[src/rtl/uart_rx_if.sv]
// Bus bundle for uart_rx: register-write config port plus the received-byte/error outputs.
// The receiver connects to the slave modport and the consumer/config master to the master modport.
interface uart_rx_if #(
  parameter int unsigned DATA_BITS = 8
) ();
  logic                 c_valid;
  logic [3:0]           c_addr;
  logic [7:0]           c_data;
  logic                 c_ready;
  logic [DATA_BITS-1:0] out;
  logic                 valid_out;
  logic [1:0]           error;
  logic                 valid_error;

  modport master (
    output c_valid, c_addr, c_data,
    input  c_ready, out, valid_out, error, valid_error
  );

  modport slave (
    input  c_valid, c_addr, c_data,
    output c_ready, out, valid_out, error, valid_error
  );
endinterface

[src/rtl/uart_rx.sv]
// 16x-oversampling UART receiver with programmable stop bits and framing/parity error reporting.
// Parity support is compiled in only when UART_RX_PARITY_EN is defined.
module uart_rx #(
  parameter int unsigned OVERSAMPLE = 16,
  parameter int unsigned DATA_BITS  = 8
) (
  input  logic     clk,
  input  logic     rst,
  input  logic     in,
  uart_rx_if.slave bus
);

  localparam int unsigned TickW = $clog2(OVERSAMPLE);
  localparam int unsigned BitW  = $clog2(DATA_BITS + 1);
  localparam logic [TickW-1:0] TickMid = TickW'(OVERSAMPLE / 2 - 1);
  localparam logic [TickW-1:0] TickEnd = TickW'(OVERSAMPLE - 1);
  localparam logic [BitW-1:0]  LastBit = BitW'(DATA_BITS - 1);

  typedef enum logic [2:0] {StIdle, StStart, StData, StParity, StStop, StDone} state_e;

  state_e               state_q;
  logic [1:0]           sync_q;
  logic                 rx_prev_q;
  logic [TickW-1:0]     tick_q;
  logic [BitW-1:0]      bit_q;
  logic [DATA_BITS-1:0] shift_q;
  logic                 frame_err_q;
  logic                 stop2_q;
  logic [DATA_BITS-1:0] out_q;
  logic                 valid_out_q;
  logic [1:0]           error_q;
  logic                 valid_error_q;
  logic                 rx;
  logic                 c_ready;
  logic                 unused_cfg;
`ifdef UART_RX_PARITY_EN
  logic [1:0]           parity_mode_q;
  logic                 par_err_q;
  logic                 parity_on;

  assign parity_on = ^parity_mode_q;
`endif

  assign rx         = sync_q[1];
  assign c_ready    = (state_q == StIdle);
  assign unused_cfg = ^bus.c_data[7:1];

  assign bus.c_ready     = c_ready;
  assign bus.out         = out_q;
  assign bus.valid_out   = valid_out_q;
  assign bus.error       = error_q;
  assign bus.valid_error = valid_error_q;

  always_ff @(posedge clk) begin
    if (rst) begin
      state_q       <= StIdle;
      sync_q        <= 2'b11;
      rx_prev_q     <= 1'b1;
      tick_q        <= '0;
      bit_q         <= '0;
      shift_q       <= '0;
      frame_err_q   <= 1'b0;
      stop2_q       <= 1'b0;
      out_q         <= '0;
      valid_out_q   <= 1'b0;
      error_q       <= 2'b00;
      valid_error_q <= 1'b0;
`ifdef UART_RX_PARITY_EN
      parity_mode_q <= 2'b00;
      par_err_q     <= 1'b0;
`endif
    end else begin
      sync_q        <= {sync_q[0], in};
      rx_prev_q     <= rx;
      valid_out_q   <= 1'b0;
      valid_error_q <= 1'b0;

      // c_ready is only high in IDLE, so config is frozen for the whole frame.
      if (bus.c_valid && c_ready) begin
        case (bus.c_addr)
`ifdef UART_RX_PARITY_EN
          4'h5:    parity_mode_q <= bus.c_data[1:0];
`endif
          4'h6:    stop2_q <= bus.c_data[0];
          default: ;
        endcase
      end

      if (state_q != StIdle) tick_q <= tick_q + TickW'(1);

      case (state_q)
        StIdle: begin
          tick_q <= '0;
          bit_q  <= '0;
          if (rx_prev_q && !rx) state_q <= StStart;
        end
        StStart: begin
          if (tick_q == TickMid) begin
            tick_q      <= '0;
            bit_q       <= '0;
            frame_err_q <= 1'b0;
`ifdef UART_RX_PARITY_EN
            par_err_q   <= 1'b0;
`endif
            state_q     <= rx ? StIdle : StData;
          end
        end
        StData: begin
          if (tick_q == TickEnd) begin
            tick_q  <= '0;
            shift_q <= {rx, shift_q[DATA_BITS-1:1]};
            if (bit_q == LastBit) begin
              bit_q <= '0;
`ifdef UART_RX_PARITY_EN
              state_q <= parity_on ? StParity : StStop;
`else
              state_q <= StStop;
`endif
            end else begin
              bit_q <= bit_q + BitW'(1);
            end
          end
        end
`ifdef UART_RX_PARITY_EN
        StParity: begin
          // Odd mode (01) wants data^parity == 1, even mode (10) wants 0.
          if (tick_q == TickEnd) begin
            tick_q    <= '0;
            par_err_q <= ((^shift_q) ^ rx) != parity_mode_q[0];
            state_q   <= StStop;
          end
        end
`endif
        StStop: begin
          if (tick_q == TickEnd) begin
            tick_q <= '0;
            if (!rx) frame_err_q <= 1'b1;
            if (stop2_q && bit_q == '0) bit_q <= BitW'(1);
            else state_q <= StDone;
          end
        end
        StDone: begin
          out_q         <= shift_q;
          valid_out_q   <= 1'b1;
`ifdef UART_RX_PARITY_EN
          error_q       <= {par_err_q, frame_err_q};
`else
          error_q       <= {1'b0, frame_err_q};
`endif
          valid_error_q <= 1'b1;
          state_q       <= StIdle;
        end
        default: state_q <= StIdle;
      endcase
    end
  end

endmodule

[src/flat_wrapper.sv]
// flat-port wrapper written by rule: the top's interface ports become plain ports
module uart_rx_flat 
#(
  parameter int unsigned OVERSAMPLE = 16,
  parameter int unsigned DATA_BITS  = 8
)
  (clk, rst, in, bus_c_valid, bus_c_addr, bus_c_data, bus_c_ready, bus_out, bus_valid_out, bus_error, bus_valid_error);
  uart_rx_if #(.DATA_BITS(DATA_BITS)) bus_i ();
  input  logic clk;
  input  logic rst;
  input  logic in;
  input wire logic [$bits(bus_i.c_valid)-1:0] bus_c_valid;
  input wire logic [$bits(bus_i.c_addr)-1:0] bus_c_addr;
  input wire logic [$bits(bus_i.c_data)-1:0] bus_c_data;
  output wire logic [$bits(bus_i.c_ready)-1:0] bus_c_ready;
  output wire logic [$bits(bus_i.out)-1:0] bus_out;
  output wire logic [$bits(bus_i.valid_out)-1:0] bus_valid_out;
  output wire logic [$bits(bus_i.error)-1:0] bus_error;
  output wire logic [$bits(bus_i.valid_error)-1:0] bus_valid_error;
  assign bus_i.c_valid = bus_c_valid;
  assign bus_i.c_addr = bus_c_addr;
  assign bus_i.c_data = bus_c_data;
  assign bus_c_ready = bus_i.c_ready;
  assign bus_out = bus_i.out;
  assign bus_valid_out = bus_i.valid_out;
  assign bus_error = bus_i.error;
  assign bus_valid_error = bus_i.valid_error;
  uart_rx #(.OVERSAMPLE(OVERSAMPLE), .DATA_BITS(DATA_BITS)) u_core (.clk(clk), .rst(rst), .in(in), .bus(bus_i));
endmodule
[config.mk]
export PLATFORM = sky130hd
export DESIGN_NAME = uart_rx_flat
export DESIGN_NICKNAME = d
export VERILOG_FILES = /design/src/rtl/uart_rx_if.sv /design/src/rtl/uart_rx.sv /design/src/flat_wrapper.sv
export SDC_FILE = /design/constraint.sdc
export NUM_CORES = 1
export LEC_CHECK = 0
export ABC_AREA = 1
export CORE_MARGIN = 2
export CORE_UTILIZATION = 46
export CTS_CLUSTER_DIAMETER = 200
export DETAILED_ROUTE_END_ITERATION = 12
export PLACE_DENSITY = 0.85
export SLEW_MARGIN = 20
export SYNTH_ARGS = -nofsm -noshare
export SYNTH_HDL_FRONTEND = slang
export SYNTH_SLANG_ARGS = --single-unit
[constraint.sdc]
create_clock -name clk -period 1.5 [get_ports clk]
set_clock_uncertainty 0.2 [all_clocks]
set_input_delay 0.15 -clock clk [delete_from_list [all_inputs] [get_ports clk]]
set_output_delay 0.15 -clock clk [all_outputs]
set_load 0.1 [all_outputs]
; Word level (Yosys, flattened, before mapping)
; Cells that the tools add are included.
[totals]
mem_count = 0
ramBits = 0
latch_bits = 0
ff_bits = 34
elab_cells = 67
in_bits = 16
out_inout_bits = 13
rom_bits = 0
[classes]
shift = 0
eq_ne = 16
n_div = 0
n_addsub = 2
n_bitwise = 0
n_mux = 23
n_mul = 0
n_lt_le_gt_ge = 0
reduce_logical = 15
[ops]
columns = op, count
row1 = 4-bit two-way mux, 8
row2 = 3-bit two-way mux, 6
row3 = 4-bit case mux with 4 select lines, 1
row4 = 4-bit by 3-bit equality test with 1-bit output (second input constant), 3
row5 = 3-bit case mux with 4 select lines, 1
row6 = 4-bit case mux with 3 select lines, 1
row7 = 2-bit by 1-bit != test with 1-bit output (second input constant), 5
row8 = 4-bit by 1-bit adder with 4-bit output (second input constant), 2
row9 = 3-bit equality test (second input constant), 2
row10 = 2-bit != test (second input constant), 3
row11 = 6-bit AND reduction, 1
row12 = 5-bit AND reduction, 1
row13 = 4-bit equality test (second input constant), 1
row14 = 4-bit zero test, 1
row15 = 1-bit two-way mux, 4
row16 = 2-bit AND reduction, 2
row17 = 4-bit AND reduction, 1
row18 = 4-bit nonzero test, 1
row19 = 3-bit by 1-bit equality test with 1-bit output (second input constant), 1
row20 = 3-bit by 2-bit equality test with 1-bit output (second input constant), 1
row21 = 1-bit logical AND, 3
row22 = 3-bit zero test, 1
row23 = 3-bit nonzero test, 1
row24 = 2-bit two-way mux, 1
row25 = 4 further kinds, 4

; Depth between registers and ports, before layout
; Gate-level depths: netlist (run 1).
[depth]
ltp_word = 5
ltp_mapped = 12
depth_no_buf = 12

; Least setup slack after synthesis (run 1)
; OpenSTA, ideal clock, no wires.
[synth_timing]
kind = register -> output
startpoint = register u_core.valid_out_q (netlist: u_core.bus.valid_out)
endpoint = output port bus_valid_out
required_ns = 1.150
n_path_buf = 1
stages_incl_launch_ff = 2
setup_slack_ns = -0.206
t_arrival_ns = 1.356
cell_sequence = dfxtp_1 -> buf_4
[synth_lines]
columns = element, line
row1 = "start, declared", uart_rx.sv:30  ; logic valid_out_q;
row2 = "start signal, assigned", uart_rx.sv:65  ; valid_out_q <= 1'b0;
row3 = "start signal, assigned", uart_rx.sv:75  ; valid_out_q <= 1'b0;
row4 = "start signal, assigned", uart_rx.sv:144  ; valid_out_q <= 1'b1;
row5 = "end, declared", flat_wrapper.sv:17  ; output wire logic [$bits(bus_i.valid_out)-1:0] bus_valid_out;
; No word-level cell between the ends.

; Final worst setup path (run 1)
[layout_timing]
startpoint = register u_core.state_q[2]
endpoint = register u_core.state_q[2]
[layout_via]
elab_chain_cells = 3
word_cells_on_any_way = 12
cone_classes = eq/ne: 9 / mux: 1 / reduce/logical: 2
[layout_rtl]
columns = element, line
row1 = "start, declared", uart_rx.sv:21  ; state_e state_q;
row2 = "start signal, assigned", uart_rx.sv:56  ; state_q <= StIdle;
row3 = "start signal, assigned", uart_rx.sv:95  ; if (rx_prev_q && !rx) state_q <= StStart;
row4 = "start signal, assigned", uart_rx.sv:105  ; state_q <= rx ? StIdle : StData;
row5 = "3-bit equality test, or another cell as far along", uart_rx.sv:91  ; case (state_q)
row6 = 2-bit != test (no source line) or 2-bit by 1-bit != test with 1-bit output (tied branches), --
row7 = 6-bit AND reduction (no source line), --
; Several ways; a longest one is shown, not always the timed one.
; A chain may end at the register's enable or synchronous reset.

==> flow_summary.yaml, run 1 <==
run_status:
  status: "finished, violations left"
  violations: "setup timing"
timing:
  maxSlewViolCount: 0
  fmax_ghz: 0.603
  timing.final.ws_setup_ns: -0.158
  rsz0062_at_grt: "yes"
  hold_viol: 0
  setup_violations: 20
  fin_crit_ns: 1.66
  finalCritPeriodShare_pct: 111
yosys:
  yosysSeqAreaShare_pct: 42.5
  async_flop_share_pct: 0
  netlist_instances: 224
  synth_nets: 243
  yosysWarnings: 0
  synth_top_area_cell: "dfxtp_1"
  synth_ff_type: "dfxtp_1"
  synth_top_area_share_pct: 42.5
  yosys.cell_types.count: 26
  netlist_area_mm2: 0.00160
  synthTopCellsByCount: "nand2_1 (39), nor2_1 (37), dfxtp_1 (34)"
  synth.avg_cell_area_um2: 7.15
  synth.most_common_cell: "nand2_1"
  synth_area_leaders: "dfxtp_1 (43%), nand2_1 (9.1%), nor2_1 (8.7%)"
  synth_edf_count: 0
  ys_ff_latch: 34
route:
  routed_wirelength_mm: 4.50
  num_vias: 1636
  ant_nets: 0
  drt_iter0_markers: 78
  vias_per_cell: 5.00
  drc: 0
  avgRoutedWirePerCell_um: 13.8
  drtPass1Iterations: 4
grt:
  antenna_found_initial: 0
  gr-total-overflow: 0
  grt_pass1_wl_mm: 6.67
  grt_usage_pct: 21.0
  grt_max_degree: 26
  grt_pass1_vias: 1479
min_path:
  hold_depth: 5
  hold_start: "bus_c_data[0]"
  hold_class: "input port to flip-flop"
  hold_path_end: "u_core.stop2_q$_SDFFE_PP0P_"
clocking:
  clock_latency_ns: 0.35
  cts_tree: "built"
  htree_levels: 2
  clock_path_buffers: 2
  cts_sinks: 34
  clock_tree.root_cell: "clkbuf_4"
  cts-buffers-inserted: 5
  hold_buffers: 0
  cts.clk_slew.worst_paths_ns: 0.12
worst_setup_path:
  worstRegToRegCells: 9
  r2r_slack_ns: -0.16
  startpoint_type: "flip-flop"
  path_cells: "buf_4, nor2_2, nand2_1, nor2_2, nor2_4, nand2_2, nor2_2, nor2_1, nor2_1"
  cp_max_fo: 5
  reg2reg_to: "u_core.state_q[2]$_SDFFE_PP0P_"
  timing.rr.start: "u_core.state_q[2]$_SDFFE_PP0P_"
  crit_type: "flip-flop to flip-flop"
  cpPeakStageDelay_ns: 0.40
  cp-end-kind: "flip-flop"
  path_common_cell: "nor2_2"
  crit_start: "u_core.state_q[2]$_SDFFE_PP0P_"
  slowest_stage: "dfxtp_4"
  worstPathRequired_ns: 1.59
  crit_arrival_ns: 1.75
die:
  die_width_um: 63.0
  die-area_mm2: 0.00397
  core_region_area_mm2: 0.00334
  initial_utilization_pct: 48.0
  die_y_um: 63.0
  row_count: 21
  io_pins: 29
placed_design:
  port_buffers: 20
  hpwlAfterDp_mm: 2.48
  routabilityCongestion: 0.892
power:
  vdd_drop_max_mv: 0.954
  p_leak_nw: 1.10
  power_mw: 4.98
  powerDensity_mw_per_mm2: 1940
finish:
  final_layout_size_suffix_gt1_share_pct: 45.6
  diodes: 0
  multi_input_area_um2: 965
  n_fill_cell: 199
  nets: 299
  post-route-util_pct: 77.1
  area_growth_pct: 60.5
  regArea_um2: 704
job:
  maxCapViolCount: 0
==> worst max path at each step <==
stage | end | slack (ns) | cells after the start
detailed placement | u_core.state_q[0]$_SDFFE_PP0P_ | -0.10 | 9
floorplan | u_core.bit_q[0]$_SDFFE_PP0P_ | -0.008 | 8
global route | u_core.state_q[2]$_SDFFE_PP0P_ | -0.22 | 9
CTS | u_core.bit_q[0]$_SDFFE_PP0P_ | -0.03 | 8
global placement | u_core.state_q[2]$_SDFFE_PP0P_ | -0.04 | 10
finish | u_core.state_q[2]$_SDFFE_PP0P_ | -0.16 | 9
==> what timing repair did <==
action	in CTS	in global routing
endpoints found under the hold margin	0	0
pin swaps	16	26
endpoints found under the setup margin	21	22
resized for setup	43	40
buffers inserted	10	3
==> per-stage QoR <==
stage	setup TNS, ns	setup slack [ns]	area, um^2	cells	hold slack (ns)
floorplan	-0.00798	-0.00798	1610	224	0.0150
global placement	-0.294	-0.0404	2130	307	0.201
detailed placement	-1.20	-0.102	2130	307	0.206
CTS	-0.104	-0.0276	2420	324	0.204
global route	-2.53	-0.219	2570	327	0.214
finish	-1.40	-0.158	2570	327	0.196
==> kinds of logic after synthesis <==
family | count (synthesis) | share of synthesized area, %
compound gates | 34 | 10.6
xor+xnor | 3 | 1.64
fa+ha+maj | 3 | 2.34
buf+inv | 35 | 9.30
flops | 34 | 42.5
mux | 1 | 0.625
other cells | 1 | 0.234
simple gates | 113 | 32.7
==> final cells by class <==
cell class                 count  share of cell area (%)
multi-input combinational    155                    37.5
sequential                    34                    27.4
timing repair buffer          55                    24.2
inverter                      29                    4.53
clock inverter                 3                    2.68
tap                           46                    2.24
clock buffer                   5                    1.46
==> cells in the final DEF (no fill, tap or decap), types with 2 or more instances in the layout <==
cell type        instances
o21ai_2                  7
nand2_4                  5
nand2_1                 26
buf_4                   27
dfxtp_1                 25
bufinv_16                2
dfxtp_4                  5
clkbuf_4                 5
nand2_2                 14
a21oi_1                 11
dfxtp_2                  4
nor2_2                   8
buf_6                    7
clkinv_4                 2
clkdlybuf4s50_1          8
xor2_1                   2
inv_2                    7
nand3_1                 10
ha_4                     2
nand3_4                  2
nor2_4                   7
or2_2                    2
a21oi_2                  4
nand4_1                  3
inv_1                   20
buf_12                  13
nor2_1                  31
o21ai_0                 12
nand3_2                  2
==> sequential cells by signal (all words and copies together) (netlist names) <==
register and count:
u_core.bus.valid_out 1, u_core.bus.out 8, u_core.rx_prev_q 1, u_core.state_q 3, u_core.bit_q 4, u_core.bus.error 1, u_core.sync_q 2, u_core.shift_q 8
u_core.tick_q 4, u_core.frame_err_q 1, u_core.stop2_q 1
==> where the power goes <==
group | switching, mW | internal (mW)
Clock | 0.346 | 0.521
Sequential | 0.125 | 1.03
Combinational | 1.74 | 1.22
Total | 2.21 | 2.78
==> critical path: cells and delay by family, from the launching register on <==
family        cells  cell delay, ns
flops             1            0.40
buf+inv           1            0.15
simple gates      8            0.81
==> metal layers <==
layer / vias up / GRT usage, % / part of all wire, %
met5: - / 0 / 0
met4: 0 / 6.94 / 2.4
met3: 12 / 4.68 / 3.8
met2: 40 / 37.2 / 53
met1: 769 / 25.0 / 41
li1: 815 / - / -
Note: power is estimated with default switching activity, not from simulation.
==> run 2, diff against run 1 <==
Settings changed: SLEW_MARGIN 20 to 10.
==> results of run 2 <==
The final DEF is identical to that of run 1; final timing and power are the same.
==> run 3, diff against run 2 <==
Settings changed: CORE_UTILIZATION 46 to 38, PLACE_DENSITY 0.85 to 0.71.
==> run 3 against run 2 <==
The flow still finishes with violations (setup timing). Sequential power hardly changed. Total power is 2.7% lower. Critical path depth unchanged. Via count is 3.4% lower. Critical path type unchanged. Highest routed layer unchanged.
==> flow_summary.yaml, run 3 (synthesized netlist as in run 1, its figures left out) <==
die:
  die_width_um: 68.9
  die_y_um: 68.9
  io_pins: 29
  initial_utilization_pct: 39.8
  row_count: 23
  core_region_area_mm2: 0.00403
  die-area_mm2: 0.00475
placed_design:
  hpwlAfterDp_mm: 2.54
  routabilityCongestion: 0.816
  port_buffers: 20
  dpl.cell_count: 312
clocking:
  clock_path_buffers: 2
  cts_sinks: 34
  hold_buffers: 0
  htree_levels: 2
  clock_latency_ns: 0.28
  cts_tree: "built"
  cts-buffers-inserted: 5
  clock_tree.root_cell: "clkbuf_8"
  cts.clk_slew.worst_paths_ns: 0.07
run_status:
  violations: "setup timing"
  status: "finished, violations left"
timing:
  maxSlewViolCount: 0
  fin_crit_ns: 1.59
  timing.final.ws_setup_ns: -0.0900
  finalCritPeriodShare_pct: 106
  rsz0062_at_grt: "yes"
  setup_violations: 16
  hold_viol: 0
  fmax_ghz: 0.629
finish:
  diodes: 0
  instances_no_fill: 333
  final_layout_size_suffix_gt1_share_pct: 45.2
  final_cell_mix: "nor2_1 (30), buf_4 (29), dfxtp_1 (26), nand2_1 (25), inv_1 (22)"
  post-route-util_pct: 64.6
  layout_commonest_cell: "nor2_1"
  n_fill_cell: 334
  nets: 301
  area_growth_pct: 62.6
worst_setup_path:
  timing.rr.start: "u_core.tick_q[0]$_SDFF_PP0_"
  crit_start: "u_core.tick_q[0]$_SDFF_PP0_"
  crit_type: "flip-flop to flip-flop"
  worstPathRequired_ns: 1.48
  startpoint_type: "flip-flop"
  crit_arrival_ns: 1.57
  cp-end-kind: "flip-flop"
  cp_max_fo: 4
job:
  maxCapViolCount: 0
power:
  pwr-share-clk_pct: 14.5
  switchingPower_mw: 2.17
  vdd_drop_max_mv: 0.899
  powerDensity_mw_per_mm2: 1860
  sw_frac_of_total_pct: 44.8
  p_int_mw: 2.68
  power_frac_comb_pct: 61.3
  power_mw: 4.85
  p_leak_nw: 1.11
  seqPwrFrac_pct: 24.2
route:
  drt_iter0_markers: 49
  num_vias: 1580
  avgRoutedWirePerCell_um: 11.9
  vias_per_cell: 4.74
  routed_wirelength_mm: 3.97
  ant_nets: 0
  drc: 0
  drtPass1Iterations: 4
grt:
  grt_pass1_wl_mm: 6.35
  grt_max_degree: 25
  gr-total-overflow: 0
  antenna_found_initial: 0
  grt_usage_pct: 18.0
  grt_pass1_vias: 1457
min_path:
  hold_start: "u_core.sync_q[0]$_SDFF_PP1_"
  hold_class: "flip-flop to flip-flop"
run 3: through the flow:
| stage | cell area [um^2] | setup slack [ns] | TNS [ns] | hold WS (ns) |
|---|---|---|---|---|
| 5_1_grt | 2600 | -0.160 | -2.31 | 0.220 |
| 3_5_place_dp | 2160 | -0.0948 | -1.22 | 0.201 |
| 3_3_place_gp | 2160 | -0.0529 | -0.503 | 0.195 |
| 4_1_cts | 2430 | -0.0188 | -0.0453 | 0.217 |
| 2_1_floorplan | 1610 | -0.00798 | -0.00798 | 0.0150 |
| 6_report | 2600 | -0.0900 | -0.825 | 0.210 |
run 3: power by group through the flow:
| stage | Combinational [mW] | Sequential, mW | Clock (mW) |
|---|---|---|---|
| finish | 2.97 | 1.17 | 0.704 |
| detailed placement | 2.18 | 1.15 | 0 |
| CTS | 2.52 | 1.17 | 0.718 |
| global route | 3.17 | 1.19 | 0.747 |
| global placement | 2.15 | 1.15 | 0 |
| floorplan | 1.32 | 1.27 | 0 |
run 3: final timing paths:
check                           cells after the start                             end  slack [ns]
worst max-delay path                                9  u_core.state_q[2]$_SDFFE_PP0P_       -0.09
worst min-delay path                                1     u_core.sync_q[1]$_SDFF_PP1_        0.21
worst max register to register                      9  u_core.state_q[2]$_SDFFE_PP0P_       -0.09
worst min register to register                      1     u_core.sync_q[1]$_SDFF_PP1_        0.21
run 3: worst max-delay path, stage by stage (launching register included):
cell     delay (ns)
dfxtp_2        0.36
ha_4           0.17
nand2_2        0.06
nor2_2         0.11
nor2_2         0.06
nor2_4         0.21
buf_6          0.14
nand3_2        0.06
nand2_1        0.07
nor2_1         0.05
run 3: per-layer routing:
metal / wire [um] / GRT usage [%] / vias to the layer above
met5: 0 / 0 / -
met4: 65 / 6.37 / 0
met3: 140 / 4.38 / 9
met2: 2080 / 31.3 / 33
met1: 1680 / 21.7 / 720
li1: - / - / 818
run 3: repair_timing:
item | in CTS | in global routing
pin swaps | 20 | 25
gates cloned | 0 | 0
setup buffers | 9 | 4
endpoints found under the setup margin | 20 | 22
resized for setup | 36 | 47
run 3: area by class of cell:
type	instances	area [um^2]	area share, %
well taps	50	62.6	2.40
repair buffers	57	646	24.8
flip-flops and latches	34	706	27.1
inverters	29	114	4.37
clock inverters	2	12.5	0.481
clock buffers	6	82.6	3.17
multi-input cells	155	981	37.7
